$ cat src/rtl/eth_frame_encap.sv
// Transmit-side Ethernet framing stage: wraps a streamed payload into a full 802.3 frame
// (preamble, SFD, header, payload, zero pad, CRC-32 FCS) and honours GMII buffer back-pressure.
module eth_frame_encap #(
   parameter logic [47:0] SRC_MAC     = 48'h02_00_00_00_00_01,
   parameter int unsigned MAX_PAYLOAD = 1500,
   parameter int unsigned MIN_PAYLOAD = 46
) (
   input  logic        clk,
   input  logic        rst,
   input  logic        start,
   input  logic [47:0] dst_mac,
   input  logic [15:0] eth_type,
   input  logic [10:0] payload_len,
   input  logic [7:0]  pl_data,
   input  logic        pl_valid,
   output logic        pl_ready,
   output logic [7:0]  buf_d,
   output logic        buf_dv,
   input  logic        full,
   output logic        busy,
   output logic        done,
   output logic        err
);

   localparam logic [10:0] MAX_LEN = 11'(MAX_PAYLOAD);
   localparam logic [10:0] MIN_LEN = 11'(MIN_PAYLOAD);

   typedef enum logic [3:0] {
      S_IDLE, S_PRE, S_SFD, S_DST, S_SRC, S_TYPE, S_PAY, S_PAD, S_FCS
   } state_t;

   state_t      state, state_nx, after;
   logic [10:0] cnt, cnt_nx, len_r, pad_len;
   logic [47:0] dst_r;
   logic [15:0] type_r;
   logic [31:0] crc, crc_nx;
   logic [7:0]  byte_nx;
   logic        issue, last, accept, done_nx, err_nx;

   // Reflected CRC-32, one byte per call, LSB first.
   function automatic logic [31:0] crc_byte(input logic [31:0] c_in, input logic [7:0] d);
      logic [31:0] c;
      c = c_in ^ {24'd0, d};
      for (int unsigned i = 0; i < 8; i++)
         c = c[0] ? ((c >> 1) ^ 32'hEDB8_8320) : (c >> 1);
      return c;
   endfunction

   assign pl_ready = (state == S_PAY) && !full;
   // The done cycle still counts as busy so a new start is taken one cycle later.
   assign busy     = (state != S_IDLE) || done;

   always_comb begin
      state_nx = state;
      cnt_nx   = cnt;
      crc_nx   = crc;
      issue    = 1'b0;
      byte_nx  = '0;
      done_nx  = 1'b0;
      err_nx   = 1'b0;
      accept   = 1'b0;
      last     = 1'b0;
      after    = S_IDLE;
      pad_len  = MIN_LEN - len_r;

      case (state)
         S_PRE:  begin byte_nx = 8'h55; last = (cnt == 11'd6); after = S_SFD; end
         S_SFD:  begin byte_nx = 8'hD5; last = 1'b1;           after = S_DST; end
         S_DST:  begin
            byte_nx = 8'(dst_r >> {3'd5 - cnt[2:0], 3'b000});
            last    = (cnt == 11'd5);
            after   = S_SRC;
         end
         S_SRC:  begin
            byte_nx = 8'(SRC_MAC >> {3'd5 - cnt[2:0], 3'b000});
            last    = (cnt == 11'd5);
            after   = S_TYPE;
         end
         S_TYPE: begin
            byte_nx = cnt[0] ? type_r[7:0] : type_r[15:8];
            last    = (cnt == 11'd1);
            after   = (len_r != 11'd0) ? S_PAY : ((len_r < MIN_LEN) ? S_PAD : S_FCS);
         end
         S_PAY:  begin
            byte_nx = pl_data;
            last    = (cnt == len_r - 11'd1);
            after   = (len_r < MIN_LEN) ? S_PAD : S_FCS;
         end
         S_PAD:  begin last = (cnt == pad_len - 11'd1); after = S_FCS; end
         S_FCS:  begin
            byte_nx = 8'(~crc >> {cnt[1:0], 3'b000});
            last    = (cnt == 11'd3);
            after   = S_IDLE;
         end
         default: ;
      endcase

      if (state == S_IDLE) begin
         // The start edge itself already issues the first preamble byte.
         byte_nx = 8'h55;
         if (start && !done) begin
            if (payload_len > MAX_LEN) begin
               err_nx = 1'b1;
            end else begin
               accept   = 1'b1;
               state_nx = S_PRE;
               crc_nx   = '1;
               issue    = !full;
               cnt_nx   = full ? 11'd0 : 11'd1;
            end
         end
      end else begin
         issue = !full && ((state != S_PAY) || pl_valid);
         if (issue) begin
            if (state inside {S_DST, S_SRC, S_TYPE, S_PAY, S_PAD})
               crc_nx = crc_byte(crc, byte_nx);
            if (last) begin
               state_nx = after;
               cnt_nx   = '0;
               done_nx  = (state == S_FCS);
            end else begin
               cnt_nx = cnt + 11'd1;
            end
         end
      end
   end

   always_ff @(posedge clk) begin
      if (!rst) begin
         state  <= S_IDLE;
         cnt    <= '0;
         crc    <= '1;
         len_r  <= '0;
         dst_r  <= '0;
         type_r <= '0;
         buf_d  <= '0;
         buf_dv <= 1'b0;
         done   <= 1'b0;
         err    <= 1'b0;
      end else begin
         state  <= state_nx;
         cnt    <= cnt_nx;
         crc    <= crc_nx;
         buf_dv <= issue;
         done   <= done_nx;
         err    <= err_nx;
         if (issue)
            buf_d <= byte_nx;
         if (accept) begin
            len_r  <= payload_len;
            dst_r  <= dst_mac;
            type_r <= eth_type;
         end
      end
   end

endmodule

$ cat config.mk
export PLATFORM = sky130hd
export DESIGN_NAME = eth_frame_encap
export DESIGN_NICKNAME = d
export VERILOG_FILES = /design/src/rtl/eth_frame_encap.sv
export SDC_FILE = /design/constraint.sdc
export NUM_CORES = 1
export LEC_CHECK = 0
export CAP_MARGIN = 30
export CORE_UTILIZATION = 50
export DETAILED_ROUTE_END_ITERATION = 6
export PLACE_DENSITY = 0.77
export SYNTH_ARGS = -nofsm -noshare
export SYNTH_HDL_FRONTEND = slang
export SYNTH_SLANG_ARGS = --single-unit
export TNS_END_PERCENT = 50
$ cat constraint.sdc
create_clock -name clk -period 3.13 [get_ports clk]
set_input_delay 0.313 -clock clk [delete_from_list [all_inputs] [get_ports clk]]
set_output_delay 0.313 -clock clk [all_outputs]
set_load 0.05 [all_outputs]
---- Word-level counts from Yosys, hierarchy flattened ----
Index checks and enable logic that the tools add are counted.
operators by class
  shift operators ......................... 3
  $mul .................................... 0
  reduce and logical (&&, ||, !) cells .... 20
  divide/modulo/power cells ............... 0
  magnitude comparators ................... 2
  equality and inequality tests ........... 17
  bitwise logic cells ..................... 13
  muxes and demuxes ....................... 38
  add/sub/neg operators ................... 5
operators with widths
  cell                                                                           number
  32-bit two-way mux                                                             13
  13-bit inverter with 14-bit output                                             8
  8-bit one-hot mux with 7 select lines                                          1
  11-bit two-way mux                                                             5
  48-bit by 6-bit right shift with 8-bit output                                  1
  42-bit by 6-bit right shift with 8-bit output, first input constant            1
  32-bit inverter                                                                1
  32-bit by 5-bit right shift with 8-bit output                                  1
  32-bit by 8-bit XOR with 32-bit output                                         1
  4-bit two-way mux                                                              7
  4-bit one-hot mux with 7 select lines                                          1
  11-bit equality test                                                           2
  11-bit by 3-bit equality test with 1-bit output, second input constant         2
  11-bit by 1-bit subtractor with 11-bit output, second input constant           2
  4-bit by 3-bit equality test with 1-bit output, second input constant          4
  8-bit two-way mux                                                              2
  11-bit by 1-bit adder with 11-bit output, second input constant                1
  11-bit by 1-bit equality test with 1-bit output, second input constant         1
  11-bit by 2-bit equality test with 1-bit output, second input constant         1
  11-bit > comparator, second input constant                                     1
  11-bit by 6-bit less-than comparator with 1-bit output, second input constant  1
  11-bit nonzero test                                                            1
  6-bit by 11-bit subtractor with 11-bit output, first input constant            1
  4-bit by 2-bit equality test with 1-bit output, second input constant          2
  other kinds (20)                                                               37
storage, ports and cells
  bits in writable memories ............... 0
  output and inout port bits .............. 13
  ROM bits ................................ 0
  flip-flop bits (word level) ............. 133
  bits in latches ......................... 0
  memories kept ........................... 0
  bits of input ports ..................... 88

---- Longest topological paths before layout ----
  depth after elaboration ................. 23
  gate-level depth with buffers ........... 12
  mapped depth without buffers ............ 11

---- Worst setup path before layout ----
No wires, ideal clock.
  path kind ............................... flip-flop to flip-flop
  from .................................... register cnt[2]
  to ...................................... register crc[26]
  stages on the path, launching flop included .. 12
  arrival ................................. 3.094 ns
  clock period less this slack ............ 3.211 ns
  buffers on the path ..................... 1
  path slack .............................. -0.081 ns
  cell sequence ........................... dfxtp_1 > ha_1 > buf_2 > mux4_2 > o2bb2ai_1 > a211oi_2 > xnor2_2 > xnor3_4 > xor2_4 > xnor2_2 > xnor2_1 > o22a_1
between the ends
  cells in the longest elaborated chain, start to end .. 19
  elaborated cells on any way between the ends .. 22
RTL lines
  item                                                                                                            line    source
  start, declared                                                                                                 33      logic [10:0] cnt, cnt_nx, len_r, pad_len;
  start signal, assigned                                                                                          142     cnt <= cnt_nx;
  3-bit subtractor (*)                                                                                            70, 75
  42-bit by 6-bit right shift with 8-bit output or 48-bit by 6-bit right shift with 8-bit output (tied branches)  75, 70
  8-bit one-hot mux with 7 select lines (*)                                                                       66      case (state)
  32-bit by 8-bit XOR with 32-bit output (*)                                                                      43      c = c_in ^ {24'd0, d};
  32-bit two-way mux (*) (3 in series)                                                                            45      c = c[0] ? ((c >> 1) ^ 32'hEDB8_8320) : (c >> 1);
  13-bit inverter with 14-bit output (no source line)                                                             --
  32-bit two-way mux (*)                                                                                          45
  13-bit inverter with 14-bit output (no source line)                                                             --
  32-bit two-way mux (*) (2 in series)                                                                            45
  13-bit inverter with 14-bit output (no source line)                                                             --
  32-bit two-way mux (*)                                                                                          45
  13-bit inverter with 14-bit output (no source line)                                                             --
  32-bit two-way mux (*)                                                                                          45
  32-bit two-way mux (*)                                                                                          115     if (state inside {S_DST, S_SRC, S_TYPE, S_PAY, S_PAD})
  32-bit two-way mux (*)                                                                                          114     if (issue) begin
  32-bit two-way mux (*)                                                                                          98      if (state == S_IDLE) begin
  end signal, assigned                                                                                            143     crc <= crc_nx;
  end, declared                                                                                                   36      logic [31:0] crc, crc_nx;
Every way passes the cells marked *; elsewhere a longest branch is shown, timed or not. The select of a mux whose other input is x is not followed.
A chain may end at the register's enable or synchronous reset.

---- Worst setup path after layout ----
  from .................................... register len_r[1]
  to ...................................... register state[0]
between the ends
  cells in the longest elaborated chain, start to end .. 7
  elaborated cells on any way between the ends .. 16
RTL lines
  item                                                                                   line  source
  start, declared                                                                        33
  start signal, assigned                                                                 150   len_r <= payload_len;
  branches (longest 7 deep; another with 6-bit by 11-bit subtractor with 11-bit output)  --
  end signal, assigned                                                                   141   state <= state_nx;
  end, declared                                                                          32    state_t state, state_nx, after;
Parallel ways; which one is timed is not known. The select of a mux whose other input is x is not followed.

==> run summary <==
==================================================================================
Combinational family with the most area after synthesis ............. compound AO/OA/AOI/OAI gates
Final WS setup ......................................................   0.02388 ns
Simple-gate share of the synthesized area ...........................       18.67%
Violation count after the first detailed-route iteration ............          718
Most numerous cell in the Yosys netlist ............................. sky130_fd_sc_hd__nand2_1
Pre-CTS setup slack .................................................  -0.04096 ns
Synthesized net count ...............................................          960
Hold/Removal Path Class .............................................    in -> reg
Cells traversed along the worst timing path ......................... inv_2 -> ha_4 -> or4b_4 -> or3_4 -> o22ai_2 -> a311oi_2 -> xnor2_2 -> or4b_4 -> nor4b_4 -> buf_4 -> nand2b_1 -> a21oi_1
Peak fanout along the critical path .................................            4
Share of final-layout standard cells stronger than drive strength 1 .       19.36%
Tightest Pin Transition .............................................    0.6306 ns
Clock period minus worst slack ......................................     3.106 ns
Post-synth top area cell ............................................ sky130_fd_sc_hd__dfxtp_1
Share of the synthesized area in compound gates (AO/OA/AOI/OAI) .....       19.93%
Number of port buffers ..............................................          100
Number of endpoints failing setup at the final stage ................            0
Synthesized instance count ..........................................          866
Layout overhead on the synthesized area .............................       35.30%
Length of the first detailed-routing pass in iterations .............            6
Largest net degree at the start of global routing ...................           76
Result of the run ................................................... complete, no violations
Highest clock rate ..................................................    321.9 MHz
Unrepaired setup endpoints after global routing .....................         true
Final cycle utilization of the critical path ........................       99.24%
Multiplexer share of the synthesized area ...........................       6.853%
Placeable core area .................................................    14100 um2
Most area-consuming cells after synthesis ........................... sky130_fd_sc_hd__dfxtp_1 36%, sky130_fd_sc_hd__nand2_1 9.6%, sky130_fd_sc_hd__a21oi_1 6.7%
Number of global-route vias before repair ...........................         6809
Register-to-Register Setup Slack ....................................      0.02 ns
Number of nets in the layout ........................................         1109
Clock slew at reported path FFs .....................................      0.06 ns
Leakage power figure ................................................  0.003632 uW
Utilization after layout ............................................       70.63%
Startpoint-to-endpoint class of the critical path ...................   reg -> reg
Maximum number of buffers from clock root to sink ...................            2
Horizontal die dimension ............................................     123.3 um
Number of buffers inserted during clock tree synthesis ..............           17
Total cell area at the placement stage ..............................     9037 um2
Via count of the routed design ......................................         7121
Adder-Cell Fraction of Synth Area ...................................       1.020%
Sequential fraction of the synthesis area ...........................       36.18%
Endpoint arrival time on the critical path ..........................      3.41 ns
Kind of cell adding the most delay to the critical path ............. simple AND/OR/NAND/NOR gates
Pwr per Cell Area ................................................... 563.8 nW/um2
Root buffer cell .................................................... sky130_fd_sc_hd__clkbuf_16
Die Y-Extent ........................................................     123.3 um
Buffers plus inverters on the worst setup path ......................            2
Kind of launch point of the worst setup path ........................         flop
Setup_tns ...........................................................         0 ns
Top cells by instance count after synthesis ......................... 188 x sky130_fd_sc_hd__nand2_1, 133 x sky130_fd_sc_hd__dfxtp_1, 99 x sky130_fd_sc_hd__a21oi_1, 44 x sky130_fd_sc_hd__clkbuf_1, 43 x sky130_fd_sc_hd__xnor2_1
Starting utilization of the core area ...............................       52.20%
Highest-delay cell along the critical path .......................... sky130_fd_sc_hd__or4b_4
Number of enable flip-flop cells after synthesis ....................            0
Post-Synth XOR/XNOR Area ............................................       12.99%
Number of fillers in the final layout ...............................         1052
Average instance area after synthesis ...............................    8.497 um2
Most common cell on crit path ....................................... sky130_fd_sc_hd__or4b_4
Post-detailed-route DRC marker count ................................            0
Level count of the clock H-tree .....................................            4
Required @ worst endpoint ...........................................      3.44 ns
Synth warn ..........................................................            0
Total Die Area ......................................................    15210 um2
Number of unique standard cell types used by synthesis ..............           81
Worst slew slack as a fraction of its limit .........................       57.68%
Clock Latency Late Sink .............................................      0.43 ns
Top-level I/O count .................................................          101
Wire length reported by the detailed router .........................     22430 um
Mapped Area .........................................................     7358 um2
Detail-routed net length per standard cell ..........................     18.57 um
Aggregate global routing overflow ...................................            0
FP Rows .............................................................           43
Final Skew ..........................................................  0.008486 ns
Pins Over Slew Limit ................................................            0
Final RePlAce weighted congestion ...................................        1.004
Number of endpoints with negative hold slack in the final report ....            0
Crit path largest cell delay ........................................      0.52 ns
Antenna cells .......................................................            0
First-pass GRT wire length ..........................................     34780 um
Kind of end point of the critical path ..............................         flop
Flip-flop cell with the highest count after synthesis ............... sky130_fd_sc_hd__dfxtp_1
FF+latch count, synth ...............................................          133
Antenna Nets Post-Route .............................................            0
Fraction of registers with async set or reset after synthesis .......           0%
Share of Yosys cell area claimed by the top area cell type ..........       36.18%
Reg area ............................................................     2668 um2
Number of max-cap violations ........................................            0
Number of sinks on the clock net ....................................          133
Total area of multi-input combinational cells .......................     4567 um2
Worst vdd rail ir drop ..............................................  0.0004144 V
Combined global-route utilization of all metal layers ...............       30.49%
Initial antenna violation count .....................................            0
Per-cell via count in the routed design .............................        5.895
CTS tree ............................................................          yes
Detailed placement HPWL .............................................     15800 um
Cts-stage hold buffer count .........................................            0
Finished Cell Area ..................................................     9956 um2
==================================================================================
==> state kept, by name, indices dropped and copies added (netlist names) <==
signal  flops
buf_dv      1
dst_r      48
done        1
state       4
cnt        11
err         1
buf_d       8
len_r      11
crc        32
type_r     16
==> where the power goes <==
group	total, uW	switching [uW]	internal, uW	leakage [uW]
clock	2330	773	1560	0.000334
combinational	1390	715	673	0.00221
sequential	1890	92.8	1800	0.00109
total	5610	1580	4030	0.00363
==> per-stage QoR <==
stage	power [uW]	hold WS, ns	std cells
finish	5613	0.4270	1208
global route	5813	0.4354	1208
CTS	5562	0.4135	1203
detailed placement	3223	0.4475	1171
global placement	3199	0.4422	1171
floorplan	2753	0.3923	866
==> metal layers <==
layer  routed length (um)  vias up  track usage, %
met3                 1629       73           6.089
met4                  840        0           15.96
met1                 8994     3367           37.72
li1                     -     3347               -
met5                    0        -               0
met2                10970      334           50.07
==> worst register-to-register path, cell delays in order (launching register included) <==
cell and delay, ns:
sky130_fd_sc_hd__dfxtp_2 0.32, sky130_fd_sc_hd__inv_2 0.07, sky130_fd_sc_hd__ha_4 0.13, sky130_fd_sc_hd__or4b_4 0.48, sky130_fd_sc_hd__or3_4 0.40, sky130_fd_sc_hd__o22ai_2 0.19, sky130_fd_sc_hd__a311oi_2 0.07, sky130_fd_sc_hd__xnor2_2 0.18
sky130_fd_sc_hd__or4b_4 0.52, sky130_fd_sc_hd__nor4b_4 0.28, sky130_fd_sc_hd__buf_4 0.16, sky130_fd_sc_hd__nand2b_1 0.09, sky130_fd_sc_hd__a21oi_1 0.07
==> final cells by class <==
class	instances	area share (%)
well taps	180	2.262
clock buffers	21	4.725
repair buffers	190	17.47
flip-flops and latches	133	26.79
inverters	18	0.6786
clock inverters	11	2.199
multi-input cells	655	45.87
==> cell usage in the layout, fill, tap and decap left out, types with 4 or more instances in the layout <==
cell type | synthesis | final
sky130_fd_sc_hd__o32ai_1 | 6 | 6
sky130_fd_sc_hd__xor2_2 | 4 | 6
sky130_fd_sc_hd__mux2i_1 | 20 | 20
sky130_fd_sc_hd__buf_12 | 0 | 5
sky130_fd_sc_hd__clkbuf_16 | 0 | 17
sky130_fd_sc_hd__nand2b_1 | 10 | 10
sky130_fd_sc_hd__nand3_1 | 10 | 9
sky130_fd_sc_hd__mux4_2 | 12 | 12
sky130_fd_sc_hd__o21ai_0 | 17 | 17
sky130_fd_sc_hd__clkdlybuf4s50_1 | 0 | 100
sky130_fd_sc_hd__o22a_1 | 19 | 19
sky130_fd_sc_hd__nor3b_1 | 4 | 4
sky130_fd_sc_hd__inv_1 | 16 | 15
sky130_fd_sc_hd__xnor2_1 | 43 | 42
sky130_fd_sc_hd__nand4_1 | 4 | 4
sky130_fd_sc_hd__xnor2_2 | 5 | 5
sky130_fd_sc_hd__dfxtp_2 | 0 | 4
sky130_fd_sc_hd__o22ai_1 | 21 | 20
sky130_fd_sc_hd__a21o_1 | 4 | 4
sky130_fd_sc_hd__or4b_4 | 1 | 4
sky130_fd_sc_hd__nand2_1 | 188 | 187
sky130_fd_sc_hd__buf_4 | 4 | 85
sky130_fd_sc_hd__a21oi_1 | 99 | 98
sky130_fd_sc_hd__a211oi_1 | 5 | 5
sky130_fd_sc_hd__nor2_1 | 40 | 39
sky130_fd_sc_hd__bufinv_16 | 0 | 6
sky130_fd_sc_hd__nor3_1 | 13 | 13
sky130_fd_sc_hd__xor2_1 | 31 | 29
sky130_fd_sc_hd__dfxtp_1 | 133 | 129
sky130_fd_sc_hd__ha_1 | 6 | 4
==> what timing repair did <==
| action | 4_1_cts | 5_1_grt |
|---|---|---|
| setup endpoints to repair | 6 | 35 |
| setup buffers | 0 | 6 |
| pin swaps | 1 | 11 |
| gates cloned | 0 | 0 |
| resized for setup | 2 | 32 |
| endpoints found under the hold margin | 0 | 0 |
==> final timing paths <==
path                                  start         end  depth (start not counted)
worst max register to register     len_r[1]    state[0]                         12
worst min register to register   type_r[12]  type_r[12]                          2
worst max-delay path               len_r[1]    state[0]                         12
worst min-delay path            eth_type[2]   type_r[2]                          3
==> cells by family after synthesis <==
kind of cell / Yosys count
fa+ha+maj: 6
buf+inv: 78
mux: 35
simple gates: 305
compound gates: 220
xor+xnor: 89
flops: 133
Power figures use the tool's default switching activity.
